$ cat src/rtl/obi_bus_arbiter_if.sv
// Bus bundle between the core's instruction/data OBI masters, the arbiter and the SoC target.
// The slave modport is the arbiter's view; the master modport is the surrounding system.
interface obi_bus_arbiter_if #(
    parameter int ADDR_WIDTH = 32,
    parameter int DATA_WIDTH = 32
);
    logic                      instr_req_i;
    logic                      instr_gnt_o;
    logic                      instr_rvalid_o;
    logic [ADDR_WIDTH-1:0]     instr_addr_i;
    logic [DATA_WIDTH-1:0]     instr_rdata_o;

    logic                      data_req_i;
    logic                      data_gnt_o;
    logic                      data_rvalid_o;
    logic [ADDR_WIDTH-1:0]     data_addr_i;
    logic                      data_we_i;
    logic [DATA_WIDTH/8-1:0]   data_be_i;
    logic [DATA_WIDTH-1:0]     data_wdata_i;
    logic [DATA_WIDTH-1:0]     data_rdata_o;

    logic                      soc_req_o;
    logic                      soc_gnt_i;
    logic                      soc_rvalid_i;
    logic [ADDR_WIDTH-1:0]     soc_addr_o;
    logic                      soc_we_o;
    logic [DATA_WIDTH/8-1:0]   soc_be_o;
    logic [DATA_WIDTH-1:0]     soc_wdata_o;
    logic [DATA_WIDTH-1:0]     soc_rdata_i;

    modport slave (
        input  instr_req_i, instr_addr_i,
               data_req_i, data_addr_i, data_we_i, data_be_i, data_wdata_i,
               soc_gnt_i, soc_rvalid_i, soc_rdata_i,
        output instr_gnt_o, instr_rvalid_o, instr_rdata_o,
               data_gnt_o, data_rvalid_o, data_rdata_o,
               soc_req_o, soc_addr_o, soc_we_o, soc_be_o, soc_wdata_o
    );

    modport master (
        output instr_req_i, instr_addr_i,
               data_req_i, data_addr_i, data_we_i, data_be_i, data_wdata_i,
               soc_gnt_i, soc_rvalid_i, soc_rdata_i,
        input  instr_gnt_o, instr_rvalid_o, instr_rdata_o,
               data_gnt_o, data_rvalid_o, data_rdata_o,
               soc_req_o, soc_addr_o, soc_we_o, soc_be_o, soc_wdata_o
    );
endinterface

$ cat src/rtl/obi_bus_arbiter.sv
// Two-master (instr/data) to one-target OBI arbiter, one outstanding transaction,
// with a per-transaction watchdog that forces an error response from a stalled target.
//
// state | meaning
// IDLE  | no transaction; arbitrate any pending request
// REQ   | request presented to target, waiting for soc_gnt_i
// RESP  | granted; address/control held from latch, waiting for soc_rvalid_i
module obi_bus_arbiter #(
    parameter int          ADDR_WIDTH     = 32,
    parameter int          DATA_WIDTH     = 32,
    parameter int          RR_MODE        = 0,
    parameter int unsigned TIMEOUT_CYCLES = 1024
) (
    input  logic             clk_i,
    input  logic             rst_ni,
    obi_bus_arbiter_if.slave bus,
    output logic             timeout_o
);

    localparam int BE_WIDTH = DATA_WIDTH / 8;
    localparam int CW       = $clog2(TIMEOUT_CYCLES);
    localparam logic [CW-1:0]         CNT_INIT = CW'(TIMEOUT_CYCLES - 1);
    localparam logic [DATA_WIDTH-1:0] ERR_DATA = DATA_WIDTH'(32'hDEAD_BEEF);

    typedef enum logic [1:0] {
        IDLE = 2'd0,
        REQ  = 2'd1,
        RESP = 2'd2
    } state_e;

    state_e                  state_q, state_d;
    logic                    win_data_q, win_data_d;
    logic                    last_data_q, last_data_d;
    logic                    err_q, err_d;
    logic [CW-1:0]           cnt_q, cnt_d;
    logic [ADDR_WIDTH-1:0]   addr_q;
    logic                    we_q;
    logic [BE_WIDTH-1:0]     be_q;
    logic [DATA_WIDTH-1:0]   wdata_q;

    logic                    expired;
    logic                    pick_data;
    logic                    latch_en;
    logic                    gnt;
    logic                    rvalid;
    logic [DATA_WIDTH-1:0]   rdata;
    logic                    soc_req;
    logic [ADDR_WIDTH-1:0]   win_addr;
    logic                    win_we;
    logic [BE_WIDTH-1:0]     win_be;
    logic [DATA_WIDTH-1:0]   win_wdata;

    // The instruction port is read-only: it presents a full-word read.
    assign win_addr  = win_data_q ? bus.data_addr_i  : bus.instr_addr_i;
    assign win_we    = win_data_q & bus.data_we_i;
    assign win_be    = win_data_q ? bus.data_be_i    : {BE_WIDTH{1'b1}};
    assign win_wdata = win_data_q ? bus.data_wdata_i : '0;

    assign expired = (cnt_q == '0);

    always_comb begin
        pick_data = bus.data_req_i;
        if (RR_MODE != 0 && bus.data_req_i && bus.instr_req_i) begin
            pick_data = ~last_data_q;
        end
    end

    always_comb begin
        state_d     = state_q;
        win_data_d  = win_data_q;
        last_data_d = last_data_q;
        err_d       = err_q;
        cnt_d       = cnt_q;
        latch_en    = 1'b0;
        gnt         = 1'b0;
        rvalid      = 1'b0;
        rdata       = '0;
        soc_req     = 1'b0;
        timeout_o   = 1'b0;

        // Watchdog saturates at terminal count so a late grant still sees expiry in RESP.
        if (state_q != IDLE && !expired) begin
            cnt_d = cnt_q - CW'(1);
        end

        unique case (state_q)
            IDLE: begin
                if (bus.data_req_i || bus.instr_req_i) begin
                    state_d    = REQ;
                    win_data_d = pick_data;
                    cnt_d      = CNT_INIT;
                    err_d      = 1'b0;
                end
            end
            REQ: begin
                soc_req = 1'b1;
                if (bus.soc_gnt_i || expired) begin
                    gnt      = 1'b1;
                    latch_en = 1'b1;
                    err_d    = ~bus.soc_gnt_i;
                    state_d  = RESP;
                end
            end
            RESP: begin
                // A real response beats a same-cycle expiry, unless the target never granted.
                if (bus.soc_rvalid_i && !err_q) begin
                    rvalid      = 1'b1;
                    rdata       = bus.soc_rdata_i;
                    state_d     = IDLE;
                    last_data_d = win_data_q;
                end else if (err_q || expired) begin
                    rvalid      = 1'b1;
                    rdata       = ERR_DATA;
                    timeout_o   = 1'b1;
                    state_d     = IDLE;
                    last_data_d = win_data_q;
                end
            end
            default: state_d = IDLE;
        endcase
    end

    always_ff @(posedge clk_i or negedge rst_ni) begin
        if (!rst_ni) begin
            state_q     <= IDLE;
            win_data_q  <= 1'b0;
            last_data_q <= 1'b0;
            err_q       <= 1'b0;
            cnt_q       <= '0;
            addr_q      <= '0;
            we_q        <= 1'b0;
            be_q        <= '0;
            wdata_q     <= '0;
        end else begin
            state_q     <= state_d;
            win_data_q  <= win_data_d;
            last_data_q <= last_data_d;
            err_q       <= err_d;
            cnt_q       <= cnt_d;
            if (latch_en) begin
                addr_q  <= win_addr;
                we_q    <= win_we;
                be_q    <= win_be;
                wdata_q <= win_wdata;
            end
        end
    end

    assign bus.soc_req_o   = soc_req;
    assign bus.soc_addr_o  = (state_q == REQ) ? win_addr  : addr_q;
    assign bus.soc_we_o    = (state_q == REQ) ? win_we    : we_q;
    assign bus.soc_be_o    = (state_q == REQ) ? win_be    : be_q;
    assign bus.soc_wdata_o = (state_q == REQ) ? win_wdata : wdata_q;

    assign bus.data_gnt_o     = gnt & win_data_q;
    assign bus.instr_gnt_o    = gnt & ~win_data_q;
    assign bus.data_rvalid_o  = rvalid & win_data_q;
    assign bus.instr_rvalid_o = rvalid & ~win_data_q;
    assign bus.data_rdata_o   = (rvalid & win_data_q)  ? rdata : '0;
    assign bus.instr_rdata_o  = (rvalid & ~win_data_q) ? rdata : '0;

endmodule

$ cat src/flat_wrapper.sv
// flat-port wrapper written by rule: the top's interface ports become plain ports
module obi_bus_arbiter_flat 
#(
    parameter int          ADDR_WIDTH     = 32,
    parameter int          DATA_WIDTH     = 32,
    parameter int          RR_MODE        = 0,
    parameter int unsigned TIMEOUT_CYCLES = 1024
)
  (clk_i, rst_ni, timeout_o, bus_instr_req_i, bus_instr_addr_i, bus_data_req_i, bus_data_addr_i, bus_data_we_i, bus_data_be_i, bus_data_wdata_i, bus_soc_gnt_i, bus_soc_rvalid_i, bus_soc_rdata_i, bus_instr_gnt_o, bus_instr_rvalid_o, bus_instr_rdata_o, bus_data_gnt_o, bus_data_rvalid_o, bus_data_rdata_o, bus_soc_req_o, bus_soc_addr_o, bus_soc_we_o, bus_soc_be_o, bus_soc_wdata_o);
  obi_bus_arbiter_if #(.ADDR_WIDTH(ADDR_WIDTH), .DATA_WIDTH(DATA_WIDTH)) bus_i ();
  input  logic clk_i;
  input  logic rst_ni;
  output logic timeout_o;
  input wire logic [$bits(bus_i.instr_req_i)-1:0] bus_instr_req_i;
  input wire logic [$bits(bus_i.instr_addr_i)-1:0] bus_instr_addr_i;
  input wire logic [$bits(bus_i.data_req_i)-1:0] bus_data_req_i;
  input wire logic [$bits(bus_i.data_addr_i)-1:0] bus_data_addr_i;
  input wire logic [$bits(bus_i.data_we_i)-1:0] bus_data_we_i;
  input wire logic [$bits(bus_i.data_be_i)-1:0] bus_data_be_i;
  input wire logic [$bits(bus_i.data_wdata_i)-1:0] bus_data_wdata_i;
  input wire logic [$bits(bus_i.soc_gnt_i)-1:0] bus_soc_gnt_i;
  input wire logic [$bits(bus_i.soc_rvalid_i)-1:0] bus_soc_rvalid_i;
  input wire logic [$bits(bus_i.soc_rdata_i)-1:0] bus_soc_rdata_i;
  output wire logic [$bits(bus_i.instr_gnt_o)-1:0] bus_instr_gnt_o;
  output wire logic [$bits(bus_i.instr_rvalid_o)-1:0] bus_instr_rvalid_o;
  output wire logic [$bits(bus_i.instr_rdata_o)-1:0] bus_instr_rdata_o;
  output wire logic [$bits(bus_i.data_gnt_o)-1:0] bus_data_gnt_o;
  output wire logic [$bits(bus_i.data_rvalid_o)-1:0] bus_data_rvalid_o;
  output wire logic [$bits(bus_i.data_rdata_o)-1:0] bus_data_rdata_o;
  output wire logic [$bits(bus_i.soc_req_o)-1:0] bus_soc_req_o;
  output wire logic [$bits(bus_i.soc_addr_o)-1:0] bus_soc_addr_o;
  output wire logic [$bits(bus_i.soc_we_o)-1:0] bus_soc_we_o;
  output wire logic [$bits(bus_i.soc_be_o)-1:0] bus_soc_be_o;
  output wire logic [$bits(bus_i.soc_wdata_o)-1:0] bus_soc_wdata_o;
  assign bus_i.instr_req_i = bus_instr_req_i;
  assign bus_i.instr_addr_i = bus_instr_addr_i;
  assign bus_i.data_req_i = bus_data_req_i;
  assign bus_i.data_addr_i = bus_data_addr_i;
  assign bus_i.data_we_i = bus_data_we_i;
  assign bus_i.data_be_i = bus_data_be_i;
  assign bus_i.data_wdata_i = bus_data_wdata_i;
  assign bus_i.soc_gnt_i = bus_soc_gnt_i;
  assign bus_i.soc_rvalid_i = bus_soc_rvalid_i;
  assign bus_i.soc_rdata_i = bus_soc_rdata_i;
  assign bus_instr_gnt_o = bus_i.instr_gnt_o;
  assign bus_instr_rvalid_o = bus_i.instr_rvalid_o;
  assign bus_instr_rdata_o = bus_i.instr_rdata_o;
  assign bus_data_gnt_o = bus_i.data_gnt_o;
  assign bus_data_rvalid_o = bus_i.data_rvalid_o;
  assign bus_data_rdata_o = bus_i.data_rdata_o;
  assign bus_soc_req_o = bus_i.soc_req_o;
  assign bus_soc_addr_o = bus_i.soc_addr_o;
  assign bus_soc_we_o = bus_i.soc_we_o;
  assign bus_soc_be_o = bus_i.soc_be_o;
  assign bus_soc_wdata_o = bus_i.soc_wdata_o;
  obi_bus_arbiter #(.ADDR_WIDTH(ADDR_WIDTH), .DATA_WIDTH(DATA_WIDTH), .RR_MODE(RR_MODE), .TIMEOUT_CYCLES(TIMEOUT_CYCLES)) u_core (.clk_i(clk_i), .rst_ni(rst_ni), .bus(bus_i), .timeout_o(timeout_o));
endmodule
$ cat config.mk
export PLATFORM = sky130hd
export DESIGN_NAME = obi_bus_arbiter_flat
export DESIGN_NICKNAME = d
export VERILOG_FILES = /design/src/rtl/obi_bus_arbiter_if.sv /design/src/rtl/obi_bus_arbiter.sv /design/src/flat_wrapper.sv
export SDC_FILE = /design/constraint.sdc
export NUM_CORES = 1
export LEC_CHECK = 0
export CAP_MARGIN = 30
export CORE_UTILIZATION = 43
export CTS_BUF_LIST = sky130_fd_sc_hd__clkbuf_2 sky130_fd_sc_hd__clkbuf_4 sky130_fd_sc_hd__clkbuf_8
export CTS_CLUSTER_DIAMETER = 80
export DETAILED_ROUTE_END_ITERATION = 7
export PLACE_DENSITY = 0.85
export SYNTH_ARGS = -nofsm -noshare
export SYNTH_HDL_FRONTEND = slang
export SYNTH_SLANG_ARGS = --single-unit
$ cat constraint.sdc
create_clock -name clk_i -period 3.58 [get_ports clk_i]
set_clock_uncertainty 0.05 [all_clocks]
set_input_delay 1.074 -clock clk_i [delete_from_list [all_inputs] [get_ports clk_i]]
set_output_delay 1.074 -clock clk_i [all_outputs]
set_load 0.03 [all_outputs]
* Word level (Yosys, flattened, before mapping)
Cells that the tools add are included.
** Word-level totals
- Bits in registers :: 83
- Input bits :: 139
- Logic and storage cells :: 66
** Cells by class
- $add $sub $neg :: 1
- Equality and inequality tests :: 5
- Muxes and demuxes :: 31
- Bitwise operators :: 7
- Reduce and logical (&&, ||, !) cells :: 14
** Operator list (number)
- 2-to-1 mux 32 bit :: 9
- 2-to-1 mux 10 bit :: 3
- 2-to-1 mux 1 bit :: 11
- logical NOT 10 bit :: 1
- subtractor 10 x 1 -> 10 bit (second input constant) :: 1
- 2-to-1 mux 2 bit :: 4
- 2-to-1 mux 4 bit :: 2
- case mux 2 bit (3 select lines) :: 1
- AND reduction 3 bit :: 2
- AND 1 bit :: 5
- != test 2 x 1 -> 1 bit (second input constant) :: 2
- nonzero test 2 bit :: 2
- logical OR 1 bit :: 3
- != test 3 x 1 -> 1 bit (second input constant) :: 1
- equality test 2 x 1 -> 1 bit (second input constant) :: 1
- equality test 2 bit (second input constant) :: 1
- logical AND 1 bit :: 2
- logical NOT 1 bit :: 2
- logical NOT 2 bit :: 1
- inverter 1 bit :: 2
- case mux 1 bit (2 select lines) :: 1
- AND reduction 2 bit :: 1

* Depth between registers and ports, before layout
Gate-level depths: netlist of the first run.
- Depth in word-level cells :: 7
- Gate-level depth with buffers :: 8
- Depth with buffers taken out :: 6

* Least setup slack after synthesis of the first run
No wires, ideal clock.
- Path type :: input to output
- Start point :: in bus_soc_rvalid_i
- End point :: out bus_instr_rdata_o[10]
- Data arrival time :: 2.216 ns
- Setup slack :: 0.240 ns
- Stages on the path :: 4
- Buffers on the path :: 2
- Cells stage by stage :: clkbuf_1 clkbuf_1 nand2_1 a21oi_1
** On the way
- Cells in the longest elaborated chain, start to end :: 5
** RTL lines
- start: declaration :: RTL line flat_wrapper.sv:22 : input wire logic [$bits(bus_i.soc_rvalid_i)-1:0] bus_soc_rvalid_i;
- logical AND 1 bit (*) :: RTL line obi_bus_arbiter.sv:106 : if (bus.soc_rvalid_i && !err_q) begin
- 2-to-1 mux 1 bit :: RTL line obi_bus_arbiter.sv:106
- 2-to-1 mux 1 bit :: RTL line obi_bus_arbiter.sv:86 : unique case (state_q)
- AND 1 bit :: RTL line obi_bus_arbiter.sv:160 : assign bus.instr_rdata_o = (rvalid & ~win_data_q) ? rdata : '0;
- 2-to-1 mux 32 bit (*) :: RTL line obi_bus_arbiter.sv:160
- end: declaration :: RTL line flat_wrapper.sv:26 : output wire logic [$bits(bus_i.instr_rdata_o)-1:0] bus_instr_rdata_o;
Mark *: on every way between the ends. The rest lies on a longest branch, timed or not.

* Worst setup path after layout of the first run
- Start point :: reg u_core.cnt_q[6]
- End point :: out bus_instr_rdata_o[28]
** On the way
- Cells in the longest elaborated chain, start to end :: 7
** RTL lines
- start: declaration :: RTL line obi_bus_arbiter.sv:35 : logic [CW-1:0] cnt_q, cnt_d;
- start signal: assignment :: RTL line obi_bus_arbiter.sv:139 : cnt_q <= cnt_d;
- logical NOT 10 bit (*) :: RTL line obi_bus_arbiter.sv:59 : assign expired = (cnt_q == '0);
- logical OR 1 bit (*) :: RTL line obi_bus_arbiter.sv:111 : end else if (err_q || expired) begin
- 2-to-1 mux 1 bit :: RTL line obi_bus_arbiter.sv:111
- 2-to-1 mux 1 bit :: RTL line obi_bus_arbiter.sv:106
- 2-to-1 mux 1 bit :: RTL line obi_bus_arbiter.sv:86
- AND 1 bit :: RTL line obi_bus_arbiter.sv:160
- 2-to-1 mux 32 bit (*) :: RTL line obi_bus_arbiter.sv:160
Marked as above.

==> run summary, run 1 <==
CLOCKING
----------------------------------------------------------------------------------------------------
Clock latency on the worst-skew pair ..................................................      0.36 ns
Clock-pin slew reported for the worst setup and hold paths after clock tree synthesis .      0.09 ns
TritonCTS clock tree ..................................................................          yes
Setup Buffers After CTS ...............................................................            0
Number of buffers inserted during clock tree synthesis ................................            9
Count of H-tree levels built during CTS ...............................................            3
Clock root cell ....................................................................... sky130_fd_sc_hd__clkbuf_8
Cts hold-fix bufs .....................................................................            0
Clock Sinks ...........................................................................           83
Max clock buf depth ...................................................................            2

STA
----------------------------------------------------------------------------------------------------
Total count of max-transition violations in the final report ..........................            0
Fin crit period .......................................................................      3.44 ns
Fmax ..................................................................................    0.291 GHz
Hold Violations, Final ................................................................            0
Setup-violating endpoint count in the final report ....................................            0
Slew at the pin closest to its max-slew limit .........................................     0.745 ns
Minimum hold slack ....................................................................     0.448 ns
Max-slew headroom .....................................................................        50.4%
Period Utilization, post-route ........................................................        96.0%
RSZ-0062 raised after global routing ..................................................           no

DRT
----------------------------------------------------------------------------------------------------
Detail-routed via count per cell ......................................................         5.72
DRT antenna net count .................................................................            0
Number of violations reported at the end of detailed-routing iteration 0 ..............          475
Detailed-routing iteration count for the pre-antenna-repair pass ......................            5
DRC Markers ...........................................................................            0
Total via count in the routed design ..................................................         5460
WL final ..............................................................................     16900 µm
Post-DR wirelength/cell ...............................................................      17.7 µm

FLOORPLANNING
----------------------------------------------------------------------------------------------------
Core region area ......................................................................   0.0110 mm²
Site row count ........................................................................           38
Initial Utilization ...................................................................        44.7%
Chip width ............................................................................       109 µm
Die Area ..............................................................................   0.0118 mm²
Die Y .................................................................................       109 µm
IO Pins ...............................................................................          278

SYNTH
----------------------------------------------------------------------------------------------------
Synth Area per Inst ...................................................................     8.73 µm²
Leading cell types by total area after synthesis ...................................... sky130_fd_sc_hd__dfrtp_1, sky130_fd_sc_hd__a21oi_1, sky130_fd_sc_hd__o21ai_0
Post-synthesis cell type count ........................................................           40
Main flop type after synthesis ........................................................ sky130_fd_sc_hd__dfrtp_1
EDFF count, synth .....................................................................            0
Area share of the largest cell type after synthesis ...................................        42.3%
Cells after synthesis .................................................................          562
Warning count from the yosys run ......................................................            0
Cell Area, Synth ......................................................................  0.00490 mm²
Sequential fraction of the synthesis area .............................................        42.3%
Cell type contributing the most total cell area after synthesis ....................... sky130_fd_sc_hd__dfrtp_1
Async S/R FF share, synth .............................................................         100%
Net count after synthesis .............................................................          702
Synthesized flop and latch total ......................................................           83

WORST HOLD PATH
----------------------------------------------------------------------------------------------------
Worst hold path startpoint ............................................................ u_core.wdata_q[26]$_DFFE_PN0P_
Worst min path class ..................................................................      reg2reg

PLACEMENT
----------------------------------------------------------------------------------------------------
Placer's final routability congestion estimate ........................................        0.853
Number of input and output port buffers inserted ......................................          277
Half-perimeter wire length after placement ............................................     12400 µm
Placed instance count .................................................................          939

GLOBAL ROUTE
----------------------------------------------------------------------------------------------------
Pin count of the biggest net entering global routing ..................................           77
Number of global-route vias before repair .............................................         5382
Overflow left after global routing ....................................................            0
Global-route wire length before repair ................................................     26500 µm
Initial antenna violation count .......................................................            0
All-layer global routing usage ........................................................        28.8%

PWR
----------------------------------------------------------------------------------------------------
Pwr Density ...........................................................................   870 mW/mm²
Max IR drop VDD .......................................................................   0.000573 V
Static leakage power ..................................................................   0.00336 µW

FINAL LAYOUT
----------------------------------------------------------------------------------------------------
Fillers ...............................................................................          851
Ratio of cells with drive above 1 in the final layout .................................        24.5%
Final Non-Filler Cells ................................................................          955
Combined flip-flop and latch cell area ................................................  0.00208 mm²
Ant. Diodes ...........................................................................            0
Area growth, synth to finish ..........................................................        58.0%
Area of combinational cells with multiple inputs ......................................  0.00258 mm²
NumNets Final .........................................................................          950

CRITICAL PATH
----------------------------------------------------------------------------------------------------
Setup crit start kind .................................................................         flop
Startpoint of the lowest-slack register-to-register path .............................. u_core.cnt_q[5]$_DFF_PN0_
Kind of end point of the critical path ................................................   output pin
Arrival time reported for the critical path endpoint ..................................      2.31 ns
Critical path startpoint .............................................................. u_core.cnt_q[6]$_DFF_PN0_
CP required ...........................................................................      2.46 ns
Classification of the worst setup path ................................................      reg2out
Biggest fanout along the worst timing path ............................................           35

RUN STATUS
----------------------------------------------------------------------------------------------------
Result of the run ..................................................................... complete, no violations

FLOW RUN
----------------------------------------------------------------------------------------------------
Number of maximum-capacitance constraint violations ...................................            0

## layer usage
metal	GRT usage [%]	share of wire, %	vias up
met5	0	0	-
met4	13.9	4.0	0
met3	8.07	8.1	54
met2	50.7	51	267
met1	31.9	37	2572
li1	-	-	2567
## per-stage QoR
step	instance area, µm²	TNS, ns	setup slack [ns]	power (µW)	utilization, %
3_5_place_dp	7550	-9.62	-0.324	6140	68.7
3_3_place_gp	7530	-9.19	-0.279	6010	68.5
4_1_cts	7770	0	0.0765	6770	70.8
5_1_grt	7750	0	0.0282	7160	70.6
6_report	7750	0	0.145	6740	70.6
2_1_floorplan	4900	0	0.240	4490	-
## worst max-delay path, stage by stage, from the launching register on
cell and delay [ns]:
sky130_fd_sc_hd__dfrtp_1 0.43, sky130_fd_sc_hd__or4_4 0.56, sky130_fd_sc_hd__nor3_4 0.19, sky130_fd_sc_hd__a21oi_4 0.09, sky130_fd_sc_hd__buf_12 0.18, sky130_fd_sc_hd__buf_12 0.16, sky130_fd_sc_hd__a21oi_1 0.16, sky130_fd_sc_hd__buf_4 0.19
## repair_timing
item | 4_1_cts | 5_1_grt
pin swaps | 0 | 0
cloned | 0 | 0
gates resized for setup | 96 | 8
endpoints found under the setup margin | 47 | 7
## registers in the layout, summed over array words and instances, names as in the netlist
register,flops
u_core.addr_q,32
u_core.be_q,4
u_core.cnt_q,10
u_core.err_q,1
u_core.state_q,2
u_core.wdata_q,32
u_core.we_q,1
u_core.win_data_q,1
## layout make-up
| cell class | instances | share of cell area, % |
|---|---|---|
| flip-flops and latches | 83 | 26.8 |
| well taps | 140 | 2.26 |
| clock buffers | 9 | 1.60 |
| repair buffers | 297 | 35.1 |
| inverters | 4 | 0.194 |
| multi-input cells | 415 | 33.3 |
| clock inverters | 7 | 0.694 |
## cell usage after synthesis (3+ instances only)
library cell	count
sky130_fd_sc_hd__nor3_1	4
sky130_fd_sc_hd__nand3_1	3
sky130_fd_sc_hd__nand2b_1	4
sky130_fd_sc_hd__o21ai_0	76
sky130_fd_sc_hd__nor2_1	63
sky130_fd_sc_hd__nand2_1	37
sky130_fd_sc_hd__nor2b_1	5
sky130_fd_sc_hd__a21oi_1	79
sky130_fd_sc_hd__buf_1	4
sky130_fd_sc_hd__inv_1	3
sky130_fd_sc_hd__a21oi_2	11
sky130_fd_sc_hd__a22o_1	34
sky130_fd_sc_hd__or2_2	3
sky130_fd_sc_hd__dfrtp_1	83
sky130_fd_sc_hd__buf_2	12
sky130_fd_sc_hd__a32o_1	33
sky130_fd_sc_hd__mux2i_1	35
sky130_fd_sc_hd__nor4_1	3
sky130_fd_sc_hd__clkbuf_1	42
## cells in the final DEF, fill, tap and decap left out, types with 2 or more instances in the layout
cell,Yosys,final
sky130_fd_sc_hd__a21oi_1,79,79
sky130_fd_sc_hd__a21oi_2,11,10
sky130_fd_sc_hd__a22o_1,34,34
sky130_fd_sc_hd__a32o_1,33,33
sky130_fd_sc_hd__buf_12,0,5
sky130_fd_sc_hd__buf_2,12,2
sky130_fd_sc_hd__buf_4,0,123
sky130_fd_sc_hd__clkbuf_2,0,3
sky130_fd_sc_hd__clkbuf_8,0,9
sky130_fd_sc_hd__clkdlybuf4s15_2,0,26
sky130_fd_sc_hd__clkdlybuf4s50_1,0,136
sky130_fd_sc_hd__clkinv_2,0,2
sky130_fd_sc_hd__clkinv_4,0,4
sky130_fd_sc_hd__dfrtp_1,83,82
sky130_fd_sc_hd__inv_1,3,3
sky130_fd_sc_hd__mux2i_1,35,35
sky130_fd_sc_hd__nand2_1,37,36
sky130_fd_sc_hd__nand2b_1,4,3
sky130_fd_sc_hd__nand3_1,3,3
sky130_fd_sc_hd__nor2_1,63,63
sky130_fd_sc_hd__nor2b_1,5,5
sky130_fd_sc_hd__nor3_1,4,4
sky130_fd_sc_hd__nor4_1,3,3
sky130_fd_sc_hd__o21a_1,2,2
sky130_fd_sc_hd__o21ai_0,76,76
sky130_fd_sc_hd__o21ai_1,2,2
sky130_fd_sc_hd__or2_2,3,3
sky130_fd_sc_hd__or3_1,2,2
sky130_fd_sc_hd__or3b_1,2,2
sky130_fd_sc_hd__or4_4,1,2
## power by group
part           internal, µW  switching, µW  total, µW
Sequential             1340            235       1580
Combinational          1720           2830       4550
Clock                   257            364        621
Total                  3320           3430       6740
## cell families after synthesis
family | synth area share [%]
AOI/OAI and AO/OA | 32.3
and+or+nand+nor | 12.4
DFF | 42.3
buffers and inverters | 5.51
muxes | 7.14
adders and majority gates | 0.255
## path summary, 6_finish.rpt
| path | to | slack [ns] | cells after the start |
|---|---|---|---|
| worst min register to register | u_core.wdata_q[26]$_DFFE_PN0P_ | 0.45 | 1 |
| worst max register to register | u_core.wdata_q[27]$_DFFE_PN0P_ | 1.22 | 6 |
| worst min-delay path | u_core.wdata_q[26]$_DFFE_PN0P_ | 0.45 | 1 |
| max in group asynchronous | u_core.addr_q[31]$_DFFE_PN0P_ | 2.19 | 2 |
| worst max-delay path | bus_instr_rdata_o[28] | 0.14 | 7 |
| min in group asynchronous | u_core.addr_q[11]$_DFFE_PN0P_ | 0.65 | 1 |
(Power assumes the default switching activity.)
==> run 2: changes to the inputs <==
--- a/config.mk
+++ b/config.mk
@@ -6,6 +6,7 @@
 export NUM_CORES = 1
 export LEC_CHECK = 0
 export CAP_MARGIN = 30
+export CORE_ASPECT_RATIO = 1.1
 export CORE_UTILIZATION = 43
 export CTS_BUF_LIST = sky130_fd_sc_hd__clkbuf_2 sky130_fd_sc_hd__clkbuf_4 sky130_fd_sc_hd__clkbuf_8
 export CTS_CLUSTER_DIAMETER = 80
==> run 2 against run 1 <==
Net effect: clock power decreased by 2%; via count increased by 1.3%; cell count increased by 1.8%; worst hold slack got worse by 0.0037 ns; fmax decreased by 1.8%; global-route usage increased by 1.4 points; register-to-register slack improved by 0.08 ns; flip-flop and latch count unchanged; die area about the same; critical path depth decreased by 1; first-iteration DRC count decreased by 15%; critical endpoint is now bus_instr_rdata_o[7]; largest power group unchanged.
==> run summary, run 2 (same netlist as run 1, synthesis figures left out) <==
CRITICAL PATH
----------------------------------------------------------------------------------------------------
Classification of the worst setup path ................................................      reg2out   unchanged
Kind of end point of the critical path ................................................   output pin   unchanged
Biggest fanout along the worst timing path ............................................           11   was 35
Number of cells on the worst reg-to-reg path ..........................................            6   unchanged
Arrival time reported for the critical path endpoint ..................................      2.37 ns   was 2.31 ns
Worst-case register-to-register setup slack ...........................................      1.30 ns   was 1.22 ns
CP required ...........................................................................      2.46 ns   about the same
R2R Path End .......................................................................... u_core.wdata_q[26]$_DFFE_PN0P_   was u_core.wdata_q[27]$_DFFE_PN0P_
Startpoint of the lowest-slack register-to-register path .............................. u_core.cnt_q[5]$_DFF_PN0_   unchanged
Setup crit start kind .................................................................         flop   unchanged

DRT
----------------------------------------------------------------------------------------------------
WL final ..............................................................................     18000 µm   was 16900 µm
Detailed-routing iteration count for the pre-antenna-repair pass ......................            5   unchanged
Detail-routed via count per cell ......................................................         5.69   was 5.72
Number of violations reported at the end of detailed-routing iteration 0 ..............          406   was 475
Total via count in the routed design ..................................................         5530   was 5460
DRC Markers ...........................................................................            0   unchanged
Post-DR wirelength/cell ...............................................................      18.5 µm   was 17.7 µm
DRT antenna net count .................................................................            0   unchanged

FLOORPLANNING
----------------------------------------------------------------------------------------------------
Chip width ............................................................................       104 µm   was 109 µm
Initial Utilization ...................................................................        44.5%   was 44.7%
IO Pins ...............................................................................          278   unchanged
Core region area ......................................................................   0.0110 mm²   about the same
Site row count ........................................................................           40   was 38
Die Area ..............................................................................   0.0118 mm²   about the same
Die Y .................................................................................       114 µm   was 109 µm

CLOCKING
----------------------------------------------------------------------------------------------------
Clock latency on the worst-skew pair ..................................................      0.34 ns   was 0.36 ns
Cts hold-fix bufs .....................................................................            0   unchanged
Clock Sinks ...........................................................................           83   unchanged
Count of H-tree levels built during CTS ...............................................            3   unchanged
Clock root cell ....................................................................... sky130_fd_sc_hd__clkbuf_8   unchanged
Number of buffers inserted during clock tree synthesis ................................            9   unchanged
TritonCTS clock tree ..................................................................          yes   unchanged
Max clock buf depth ...................................................................            2   unchanged
Clock-pin slew reported for the worst setup and hold paths after clock tree synthesis .      0.08 ns   was 0.09 ns

STA
----------------------------------------------------------------------------------------------------
Max-slew headroom .....................................................................        51.6%   was 50.4%
Fin crit period .......................................................................      3.50 ns   was 3.44 ns
Hold Violations, Final ................................................................            0   unchanged
Fmax ..................................................................................    0.286 GHz   was 0.291 GHz
Minimum hold slack ....................................................................     0.445 ns   was 0.448 ns
Slew at the pin closest to its max-slew limit .........................................     0.726 ns   was 0.745 ns
Total count of max-transition violations in the final report ..........................            0   unchanged
Setup-violating endpoint count in the final report ....................................            0   unchanged
Period Utilization, post-route ........................................................        97.7%   was 96.0%
Setup_tns .............................................................................         0 ns   unchanged

WORST HOLD PATH
----------------------------------------------------------------------------------------------------
Worst hold path startpoint ............................................................ u_core.wdata_q[24]$_DFFE_PN0P_   was u_core.wdata_q[26]$_DFFE_PN0P_
Hold path cells .......................................................................            1   unchanged
Worst min path class ..................................................................      reg2reg   unchanged
Hold Crit Endpoint .................................................................... u_core.wdata_q[24]$_DFFE_PN0P_   was u_core.wdata_q[26]$_DFFE_PN0P_

FINAL LAYOUT
----------------------------------------------------------------------------------------------------
Highest-count cells in the layout ignoring fill and taps .............................. sky130_fd_sc_hd__clkdlybuf4s50_1, sky130_fd_sc_hd__buf_4, sky130_fd_sc_hd__dfrtp_1   unchanged
Area of combinational cells with multiple inputs ......................................  0.00259 mm²   was 0.00258 mm²
Fillers ...............................................................................          894   was 851
Area growth, synth to finish ..........................................................        56.7%   was 58.0%
Commonest non-fill, non-tap cell in the layout ........................................ sky130_fd_sc_hd__clkdlybuf4s50_1   unchanged
NumNets Final .........................................................................          961   was 950
Leading registers by flop count ....................................................... u_core.addr_q x32, u_core.wdata_q x32, u_core.cnt_q x10   unchanged
Ant. Diodes ...........................................................................            0   unchanged
Combined flip-flop and latch cell area ................................................  0.00208 mm²   unchanged
Ratio of cells with drive above 1 in the final layout .................................        25.7%   was 24.5%

GLOBAL ROUTE
----------------------------------------------------------------------------------------------------
All-layer global routing usage ........................................................        30.2%   was 28.8%
Global-route wire length before repair ................................................     28400 µm   was 26500 µm
Initial antenna violation count .......................................................            0   unchanged
Pin count of the biggest net entering global routing ..................................           77   unchanged
Number of global-route vias before repair .............................................         5306   was 5382
Overflow left after global routing ....................................................            0   unchanged

PLACEMENT
----------------------------------------------------------------------------------------------------
Half-perimeter wire length after placement ............................................     13100 µm   was 12400 µm
Placer's final routability congestion estimate ........................................        0.980   was 0.853
Number of input and output port buffers inserted ......................................          277   unchanged

PWR
----------------------------------------------------------------------------------------------------
Switching share of total power ........................................................        50.7%   was 50.8%
NetSw .................................................................................      3400 µW   was 3430 µW
Pwr Density ...........................................................................   873 mW/mm²   was 870 mW/mm²
Static leakage power ..................................................................   0.00345 µW   was 0.00336 µW
Logic pwr share .......................................................................        67.2%   was 67.4%
Max IR drop VDD .......................................................................   0.000847 V   was 0.000573 V
Internal power ........................................................................      3310 µW   was 3320 µW
Part of the total power dissipated in the clock network ...............................         9.1%   was 9.2%
Sequential group share of total power .................................................        23.7%   was 23.4%

RUN STATUS
----------------------------------------------------------------------------------------------------
Result of the run ..................................................................... complete, no violations   unchanged

FLOW RUN
----------------------------------------------------------------------------------------------------
Number of maximum-capacitance constraint violations ...................................            0   unchanged

-- run 2: changes by cell type in the layout (fill, tap and decap cells not counted), sizes merged --
cell and change:
clkbuf +19, clkinv -2, buf +19, clkdlybuf4s15 -26, inv -1, bufbuf +1
-- run 2: worst max path at each step --
stage / to / depth (start not counted) / start / slack (ns)
6_report: bus_instr_rdata_o[7] / 6 / u_core.cnt_q[7]$_DFF_PN0_ / 0.08
3_3_place_gp: bus_instr_rdata_o[3] / 5 / bus_soc_rvalid_i / -0.33
5_1_grt: bus_instr_rdata_o[28] / 7 / u_core.cnt_q[7]$_DFF_PN0_ / -0.009
3_5_place_dp: bus_instr_rdata_o[0] / 5 / bus_soc_rvalid_i / -0.37
4_1_cts: bus_data_rdata_o[23] / 7 / u_core.cnt_q[7]$_DFF_PN0_ / 0.002
2_1_floorplan: bus_instr_rdata_o[10] / 4 / bus_soc_rvalid_i / 0.24
-- run 2: area by class of cell --
| type | instances | share of cell area [%] |
|---|---|---|
| timing repair buffer | 308 | 34.4 |
| multi-input combinational | 415 | 33.7 |
| clock inverter | 4 | 0.358 |
| inverter | 4 | 0.195 |
| sequential | 83 | 27.0 |
| tap | 147 | 2.39 |
| clock buffer | 11 | 1.89 |
-- run 2: timing repair --
item                                    CTS  global route
buffers inserted                          2             2
pin swaps                                 0             3
endpoints found under the setup margin   47            46
gates cloned                              2             0
endpoints found under the hold margin     0             0
resized for setup                       107            73
-- run 2: metrics by stage --
stage | worst slack [ns] | area (µm²) | instances | utilization, % | power (µW)
2_1_floorplan | 0.240 | 4900 | 562 | - | 4490
3_3_place_gp | -0.330 | 7610 | 951 | 69.1 | 6030
3_5_place_dp | -0.372 | 7610 | 951 | 69.1 | 6130
4_1_cts | 0.00192 | 7880 | 970 | 71.6 | 6730
5_1_grt | -0.00859 | 7680 | 972 | 69.8 | 7100
6_report | 0.0819 | 7680 | 972 | 69.8 | 6710
-- run 2: power by group through the flow --
stage | sequential (µW) | combinational, µW | clock (µW)
2_1_floorplan | 1510 | 2980 | 0
3_3_place_gp | 1570 | 4460 | 0
3_5_place_dp | 1600 | 4520 | 0
4_1_cts | 1590 | 4530 | 621
5_1_grt | 1640 | 4800 | 663
6_report | 1590 | 4510 | 610
-- run 2: metal layers --
layer,up-vias,track usage [%],wire length (µm)
li1,2581,-,-
met1,2663,36.2,6990
met2,264,53.0,9210
met3,22,8.00,1430
met4,0,9.62,344
met5,-,0,0
-- run 2: critical path: stages, from the launching register on --
cell	delay (ns)
sky130_fd_sc_hd__dfrtp_1	0.43
sky130_fd_sc_hd__or4_4	0.52
sky130_fd_sc_hd__nor3_4	0.26
sky130_fd_sc_hd__a21oi_4	0.09
sky130_fd_sc_hd__bufbuf_16	0.29
sky130_fd_sc_hd__a21oi_1	0.12
sky130_fd_sc_hd__clkdlybuf4s15_2	0.33
==> run 3: changes to the inputs <==
--- a/config.mk
+++ b/config.mk
@@ -7,6 +7,7 @@
 export LEC_CHECK = 0
 export CAP_MARGIN = 30
 export CORE_ASPECT_RATIO = 1.1
+export CORE_MARGIN = 1
 export CORE_UTILIZATION = 43
 export CTS_BUF_LIST = sky130_fd_sc_hd__clkbuf_2 sky130_fd_sc_hd__clkbuf_4 sky130_fd_sc_hd__clkbuf_8
 export CTS_CLUSTER_DIAMETER = 80
==> results of run 3 <==
No change in the layout: final DEF, timing and power equal those of run 2.
